## config.mk

```make
export PLATFORM = sky130hd
export DESIGN_NAME = rate_div_pipe
export DESIGN_NICKNAME = d
export VERILOG_FILES = /design/src/rtl/rate_div_pipe.sv
export SDC_FILE = /design/constraint.sdc
export NUM_CORES = 1
export LEC_CHECK = 0
export BUFFER_PORTS_ARGS = -buffer_cell sky130_fd_sc_hd__buf_4
export CAP_MARGIN = 0
export CORE_UTILIZATION = 55
export DETAILED_ROUTE_END_ITERATION = 10
export PLACE_DENSITY = 0.87
export SYNTH_ARGS = -nofsm -noshare
export SYNTH_HDL_FRONTEND = slang
export SYNTH_HIERARCHICAL = 1
export SYNTH_SLANG_ARGS = --single-unit
export TNS_END_PERCENT = 5
```

## constraint.sdc

```tcl
create_clock -name fast_clk -period 1.99 [get_ports fast_clk]
set_clock_uncertainty 0.1 [all_clocks]
set_input_delay 0.199 -clock fast_clk [delete_from_list [all_inputs] [get_ports fast_clk]]
set_output_delay 0.199 -clock fast_clk [all_outputs]
set_load 0.02 [all_outputs]
```

## src/rtl/rate_div_pipe.sv

```systemverilog
// Single-clock fast-to-slow capture pipeline: a programmable divider tick advances a snapshot through STAGES XOR-rotate stages.
// Optional RATE_DIV_PIPE_PARITY_EN adds out_parity, the registered XOR-reduce of out_data.
module rate_div_stage #(
    parameter int WIDTH = 4
) (
    input  logic             fast_clk,
    input  logic             rst,
    input  logic             adv,
    input  logic [WIDTH-1:0] d,
    output logic [WIDTH-1:0] q
);
    always_ff @(posedge fast_clk or posedge rst) begin
        if (rst)      q <= '0;
        else if (adv) q <= d ^ {d[0], d[WIDTH-1:1]};
    end
endmodule

module rate_div_pipe #(
    parameter int WIDTH     = 4,
    parameter int MAX_DIV   = 16,
    parameter int STAGES    = 2,
    parameter int RESET_DIV = 4
) (
    input  logic                       fast_clk,
    input  logic                       rst,
    input  logic [WIDTH-1:0]           data,
    input  logic [$clog2(MAX_DIV)-1:0] div_sel,
    input  logic                       div_load,
    input  logic                       flush,
    output logic                       tick,
    output logic [WIDTH-1:0]           out_data,
    output logic                       out_valid,
    output logic                       out_strobe,
    output logic                       div_pend
`ifdef RATE_DIV_PIPE_PARITY_EN
    ,
    output logic                       out_parity
`endif
);
    localparam int DW = $clog2(MAX_DIV);

    logic [DW-1:0]    count, ratio_m1, pend_ratio;
    logic [WIDTH-1:0] in_q, snap;
    logic [WIDTH-1:0] stg [STAGES+1];
    logic [STAGES:0]  vld_pipe;

    // Ratio is held as ratio-1 so MAX_DIV fits in DW bits.
    assign tick = (count == ratio_m1) && !flush;

    always_ff @(posedge fast_clk or posedge rst) begin
        if (rst) begin
            count      <= '0;
            ratio_m1   <= DW'(RESET_DIV - 1);
            pend_ratio <= '0;
            div_pend   <= 1'b0;
        end else begin
            if (flush) begin
                count <= '0;
            end else if (tick) begin
                count <= '0;
                if (div_load)      ratio_m1 <= div_sel;
                else if (div_pend) ratio_m1 <= pend_ratio;
            end else begin
                count <= count + DW'(1);
            end
            // A load coinciding with a tick is consumed directly and never goes pending.
            if (div_load && !tick) begin
                pend_ratio <= div_sel;
                div_pend   <= 1'b1;
            end else if (tick) begin
                div_pend   <= 1'b0;
            end
        end
    end

    always_ff @(posedge fast_clk or posedge rst) begin
        if (rst) begin
            in_q       <= '0;
            snap       <= '0;
            vld_pipe   <= '0;
            out_strobe <= 1'b0;
        end else begin
            in_q       <= data;
            out_strobe <= tick && vld_pipe[STAGES-1];
            if (flush) begin
                vld_pipe <= '0;
            end else if (tick) begin
                snap     <= in_q;
                vld_pipe <= {vld_pipe[STAGES-1:0], 1'b1};
            end
        end
    end

    assign stg[0] = snap;

    generate
        for (genvar k = 1; k <= STAGES; k++) begin : g_stg
            rate_div_stage #(.WIDTH(WIDTH)) u_stg (
                .fast_clk (fast_clk),
                .rst      (rst),
                .adv      (tick),
                .d        (stg[k-1]),
                .q        (stg[k])
            );
        end
    endgenerate

    assign out_data  = stg[STAGES];
    assign out_valid = vld_pipe[STAGES];

`ifdef RATE_DIV_PIPE_PARITY_EN
    logic [WIDTH-1:0] par_src;
    assign par_src = stg[STAGES-1];

    // Parity of the value the last stage is about to load, so it lands on the same edge.
    always_ff @(posedge fast_clk or posedge rst) begin
        if (rst)       out_parity <= 1'b0;
        else if (tick) out_parity <= ^(par_src ^ {par_src[0], par_src[WIDTH-1:1]});
    end
`endif
endmodule

```

==> impl_metrics.py, run 1 <==
metrics = {
    "sta": {
        "period_share_pct": 95.7,
        "holdWs_ns": 0.0124,
        "fmax_ghz": 0.525,
        "hold_viol_final": 0,
        "tns_ns": 0,
        "worstMarginPinSlew_ns": 0.305,
        "rsz0062_at_grt": "false",
        "max_slew_margin_pct": 79.7,
        "setup_viol": 0,
        "post-route-min-period_ns": 1.90,
        "slew_violations": 0,
    },
    "floorplanning": {
        "initial_core_util_pct": 60.4,
        "core_sq_um": 2280,
        "dieArea_sq_um": 2700,
        "fp.dieH_um": 52.0,
        "fp-row-count": 17,
        "die_w_um": 52.0,
        "io-pin-count": 20,
    },
    "routing": {
        "wl_per_cell_um": 15.3,
        "first_pass_iters": 4,
        "drtIter0Drc": 6,
        "vias": 869,
        "drc": 0,
        "wl_mm": 2.59,
        "ant_nets": 0,
        "drt-vias-per-instance": 5.14,
    },
    "power_and_ir_drop": {
        "p_leak_nw": 0.791,
        "ir_drop_mv": 1.03,
        "power-per-cell-area_nw_per_um2": 1450,
    },
    "global_route": {
        "grt_usage_pct": 24.8,
        "grt_pass1_vias": 916,
        "grt_overflow": 0,
        "grt_pass1_wl_mm": 4.37,
        "grt_antenna_before_repair": 0,
        "grt_max_degree": 26,
    },
    "place": {
        "dp_hpwl_mm": 1.74,
        "gp_congestion": 0.794,
        "placed_area_sq_um": 1560,
        "place.port_buffers": 19,
    },
    "logic_synthesis": {
        "synth_area_sq_um": 1370,
        "yosys_register_bits": 33,
        "synth_ff_type": "dfrtp_1",
        "synth_warnings": 6,
        "synth_edf_count": 0,
        "synth_cell_types": 18,
        "synthArstFlopShare_pct": 100,
        "syn_avg_cell_area_sq_um": 13.1,
        "syn_nets": 118,
        "netlist_instances": 105,
        "yosysSeqAreaShare_pct": 60.3,
    },
    "setup_path": {
        "required_ns": 1.69,
        "crit_start": "ratio_m1[1]",
        "cp-end-kind": "primary output",
        "critical_path_class": "flop to primary output",
        "arrival_ns": 1.60,
        "start_kind": "flop",
        "path_max_fanout": 7,
        "reg2reg_from": "ratio_m1[1]",
    },
    "layout": {
        "syn2layout_area_growth_pct": 27.0,
        "diodes": 0,
        "drive_above_1_share_pct": 37.6,
        "layout.nets": 153,
        "final_common_cell": "dfrtp_1",
        "postLayoutCellArea_sq_um": 1740,
        "mostFrequentLayoutCells": "dfrtp_1, buf_4, mux2_2, nor2_1, xnor2_1",
    },
    "clock_network": {
        "htreeDepth": 2,
        "clk_latency_ns": 0.33,
        "cts_made_buffers": 5,
        "clk_pin_slew_ns": 0.10,
        "cts.sink_count": 33,
        "cts_tree": "done",
        "clockBufferDepth": 2,
        "root_buffer": "clkbuf_4",
    },
    "run": {
        "drv_cap": 0,
    },
    "min_path": {
        "hp-class": "input port to flop",
        "hp-start": "flush",
    },
    "status": {
        "status": "finished, final reports clean",
    },
}
-- cell usage after synthesis (2+ instances only) --
library cell / count / area share (%)
dfrtp_1: 31 / 56
mux2_2: 16 / 13
nor2_1: 16 / 4.4
xnor2_1: 13 / 8.3
a21oi_1: 9 / 3.3
inv_1: 5 / 1.4
buf_2: 2 / 0.73
dfstp_2: 2 / 3.8
mux2i_1: 2 / 1.5
-- metal layers --
metal	part of all wire (%)	vias to the layer above	GRT usage, %	wire length (um)
met5	0	-	0	0
met2	54	21	41.2	1400
met1	40	419	28.1	1030
met3	3.8	7	9.65	99
met4	2.4	0	10.8	61
li1	-	422	-	-
-- worst max-delay path, cell delays in order (launching register included) --
cell	delay, ns
dfstp_2	0.55
xnor2_1	0.16
nand4_4	0.24
nor2_4	0.18
buf_4	0.15
-- power breakdown --
part / total [mW] / internal, mW / switching, mW / leakage [nW]
combinational: 0.900 / 0.476 / 0.424 / 0.352
sequential: 1.11 / 0.910 / 0.205 / 0.393
clock: 0.512 / 0.300 / 0.212 / 0.0455
-- final timing paths --
kind | endpoint | slack [ns] | cells past startpoint
min in group asynchronous | g_stg[1].u_stg/q[0] | 0.21 | 3
min reg2reg | snap[1] | 0.39 | 1
max in group asynchronous | ratio_m1[1] | 1.12 | 4
min | vld_pipe[0] | 0.01 | 2
max | tick | 0.09 | 4
max reg2reg | g_stg[1].u_stg/q[3] | 0.10 | 7
-- kinds of logic (layout without fill, tap and decap cells) --
group                    count (synthesis)  count (layout)  synth area share [%]
AND/OR/NAND/NOR                         22              22                  9.29
XOR/XNOR                                14              14                  8.93
AO/OA/AOI/OAI                           10              10                  3.92
multiplexers                            18              18                  14.6
buffers and inverters                    7              43                  2.09
flip-flops                              33              33                  60.3
adder cells (fa/ha/maj)                  1               1                 0.911
-- cell type report --
| type | count | area (sq um) |
|---|---|---|
| clock buffers | 7 | 55.1 |
| clock inverters | 1 | 30.0 |
| fillers | 149 | 532 |
| inverters | 5 | 18.8 |
| multi-input cells | 65 | 532 |
| flip-flops and latches | 33 | 828 |
| well taps | 28 | 35.0 |
| repair buffers | 30 | 245 |
-- sequential cells by signal (all words and copies together), names as in the netlist --
register       cells
out_strobe         1
vld_pipe           3
ratio_m1           4
in_q               4
count              4
g_stg.u_stg/q      8
pend_ratio         4
snap               4
div_pend           1
-- per-stage QoR --
| stage | cells | worst slack [ns] | utilization (%) | power, mW |
|---|---|---|---|---|
| final | 169 | 0.0863 | 76.6 | 2.53 |
| after global routing | 169 | 0.00795 | 76.6 | 2.69 |
| after CTS | 168 | 0.0746 | 76.2 | 2.54 |
| after detailed placement | 152 | 0.170 | 68.4 | 1.97 |
| after global placement | 152 | 0.236 | 68.4 | 1.90 |
| after floorplan | 105 | 0.247 | - | 1.73 |
-- repair_timing --
action	in CTS	in global routing
hold endpoints to repair	37	1
buffers inserted	1	0
endpoints found under the setup margin	1	0
gates resized for setup	2	0
hold buffers	7	1
Note: power is estimated with default switching activity, not from simulation.
==> inputs of run 2 (changes only) <==
--- a/config.mk
+++ b/config.mk
@@ -5,11 +5,12 @@
 export SDC_FILE = /design/constraint.sdc
 export NUM_CORES = 1
 export LEC_CHECK = 0
+export ABC_AREA = 1
 export BUFFER_PORTS_ARGS = -buffer_cell sky130_fd_sc_hd__buf_4
 export CAP_MARGIN = 0
 export CORE_UTILIZATION = 55
 export DETAILED_ROUTE_END_ITERATION = 10
-export PLACE_DENSITY = 0.87
+export PLACE_DENSITY = 0.86
 export SYNTH_ARGS = -nofsm -noshare
 export SYNTH_HDL_FRONTEND = slang
 export SYNTH_HIERARCHICAL = 1
==> run 2 against run 1 <==
Non-clock buffer count grew 2. Setup slack gained 0.043 ns. Clock power grew 0.8%. Hold slack gained 0.0090 ns. Synthesized cell count grew 86%. Power grew 9.6%. First-iteration DRC count grew to 7.2 times the previous value. Final cell count grew 55%. Global-route usage shrank 2.5 points. Final area grew 11%. Register-to-register slack gained 0.22 ns. Die area grew 13%. Critical endpoint unchanged.
==> impl_metrics.py, run 2 <==
metrics = {
    "power_and_ir_drop": {
        "finalPower_mw": 2.77,
        "p_clk_share_pct": 18.6,
        "p_sw_share_pct": 39.7,
        "p_leak_nw": 1.05,
        "sequentialPowerShare_pct": 39.5,
        "cell_internal_pwr_mw": 1.67,
        "power-per-cell-area_nw_per_um2": 1430,
        "combPwrFrac_pct": 41.9,
        "p_sw_mw": 1.10,
        "ir_drop_mv": 1.03,
    },
    "sta": {
        "period_share_pct": 93.5,
        "rsz0062_at_grt": "false",
        "slew_violations": 0,
        "worstMarginPinSlew_ns": 0.560,
        "max_slew_margin_pct": 62.6,
        "setup_viol": 0,
        "post-route-min-period_ns": 1.86,
        "tns_ns": 0,
        "setup_ws_ns": 0.129,
        "fmax_ghz": 0.537,
        "hold_viol_final": 0,
    },
    "floorplanning": {
        "fp.dieH_um": 55.3,
        "initial_core_util_pct": 60.4,
        "fp-row-count": 18,
        "io-pin-count": 20,
        "die_w_um": 55.3,
        "core_sq_um": 2590,
        "dieArea_sq_um": 3060,
    },
    "setup_path": {
        "cp-end-kind": "primary output",
        "start_kind": "flop",
        "required_ns": 1.69,
        "arrival_ns": 1.56,
        "path_max_fanout": 4,
        "critical_path_class": "flop to primary output",
    },
    "routing": {
        "ant_nets": 0,
        "drt-vias-per-instance": 4.84,
        "vias": 1268,
        "wl_mm": 2.90,
        "wl_per_cell_um": 11.1,
        "drtIter0Drc": 43,
        "first_pass_iters": 4,
        "drc": 0,
    },
    "layout": {
        "layout.nets": 244,
        "mostFrequentLayoutCells": "nand2_1, dfrtp_1, inv_1",
        "largest_reg_flops": 8,
        "diodes": 0,
        "largest_register": "g_stg.u_stg/q",
        "drive_above_1_share_pct": 21.6,
        "syn2layout_area_growth_pct": 24.0,
        "final_core_util_pct": 74.9,
        "final_common_cell": "nand2_1",
    },
    "clock_network": {
        "htreeDepth": 2,
        "cts_made_buffers": 5,
        "cts_tree": "done",
        "clk_pin_slew_ns": 0.10,
        "clk_latency_ns": 0.33,
        "cts.sink_count": 33,
        "clockBufferDepth": 2,
        "root_buffer": "clkbuf_4",
    },
    "logic_synthesis": {
        "yosysSeqAreaShare_pct": 53.0,
        "synth_area_sq_um": 1560,
        "synth_edf_count": 0,
        "synth_area_leaders": "dfrtp_1, nand2_1, inv_1, nand3_1, dfstp_2",
        "synth_common_cells": "nand2_1, dfrtp_1, inv_1",
        "yosysTopAreaCell": "dfrtp_1",
        "synth_cell_types": 22,
        "synth.most_common_cell": "nand2_1",
        "netlist.area_leader.share_pct": 49.6,
        "syn_nets": 208,
        "syn_avg_cell_area_sq_um": 8.02,
        "netlist_instances": 195,
        "synth_warnings": 6,
        "synthArstFlopShare_pct": 100,
        "synth_ff_type": "dfrtp_1",
        "yosys_register_bits": 33,
    },
    "global_route": {
        "grt_max_degree": 16,
        "grt_usage_pct": 22.3,
        "grt_pass1_vias": 1245,
        "grt_overflow": 0,
        "grt_pass1_wl_mm": 5.25,
        "grt_antenna_before_repair": 0,
    },
    "status": {
        "status": "finished, final reports clean",
    },
    "place": {
        "post-place-ws_ns": 0.326,
        "place.port_buffers": 19,
        "gp_congestion": 0.819,
        "dp_hpwl_mm": 1.98,
    },
    "min_path": {
        "hp-class": "input port to flop",
    },
    "run": {
        "drv_cap": 0,
    },
}
[run 2: through the flow]
step | hold slack (ns) | instances | cell area (sq um)
finish | 0.0214 | 262 | 1940
global route | 0.0279 | 262 | 1940
CTS | 0.0158 | 259 | 1910
detailed placement | 0.0114 | 243 | 1740
global placement | 0.00911 | 243 | 1740
floorplan | -0.135 | 195 | 1560
[run 2: worst paths after layout]
kind                             startpoint                   to  slack [ns]  cells past startpoint
worst max-delay path            ratio_m1[1]                 tick        0.13                      7
worst min-delay path             div_sel[3]        pend_ratio[3]        0.02                      3
worst max register to register  ratio_m1[1]  g_stg[1].u_stg/q[1]        0.32                     10
worst min register to register      in_q[1]              snap[1]        0.35                      2
max in group asynchronous               rst              snap[3]        0.82                      4
min in group asynchronous               rst  g_stg[2].u_stg/q[2]        0.22                      3
[run 2: power groups by stage]
stage / clock (mW) / combinational [mW] / sequential [mW]
after floorplan: 0 / 0.768 / 1.13
after global placement: 0 / 1.02 / 1.10
after detailed placement: 0 / 1.07 / 1.10
after CTS: 0.527 / 1.09 / 1.09
after global routing: 0.564 / 1.34 / 1.13
final: 0.516 / 1.16 / 1.09
[run 2: kinds of logic after synthesis]
| kind of cell | Yosys count | synth area share [%] |
|---|---|---|
| adder cells (fa/ha/maj) | 1 | 0.800 |
| flip-flops | 33 | 53.0 |
| buffers and inverters | 35 | 8.96 |
| AO/OA/AOI/OAI | 6 | 1.92 |
| XOR/XNOR | 3 | 1.68 |
| AND/OR/NAND/NOR | 117 | 33.7 |
[run 2: layout make-up]
| cell class | instances | area [sq um] |
|---|---|---|
| clock buffer | 7 | 55.1 |
| tap | 30 | 37.5 |
| timing repair buffer | 32 | 260 |
| clock inverter | 1 | 30.0 |
| fill | 200 | 651 |
| multi-input combinational | 127 | 596 |
| sequential | 33 | 828 |
| inverter | 32 | 133 |
[run 2: critical path, cell delays in order (launching register included)]
cell      delay (ns)
dfstp_2         0.57
inv_1           0.05
nand2_1         0.05
nand2_1         0.08
nor2_4          0.16
nand3_4         0.12
clkinv_8        0.06
buf_4           0.13
[run 2: metal layers]
| layer | GRT usage (%) | share of wire, % | wire (um) |
|---|---|---|---|
| met5 | 0 | 0 | 0 |
| met4 | 9.64 | 1.7 | 48 |
| met3 | 6.32 | 4.2 | 123 |
| met2 | 37.7 | 49 | 1420 |
| met1 | 26.4 | 45 | 1310 |
[run 2: what timing repair did]
| action | CTS | global route |
|---|---|---|
| setup buffers | 0 | 3 |
| resized for setup | 1 | 3 |
| endpoints found under the hold margin | 27 | 0 |
| endpoints found under the setup margin | 1 | 1 |
| hold buffers | 8 | 0 |
| pin swaps | 0 | 1 |
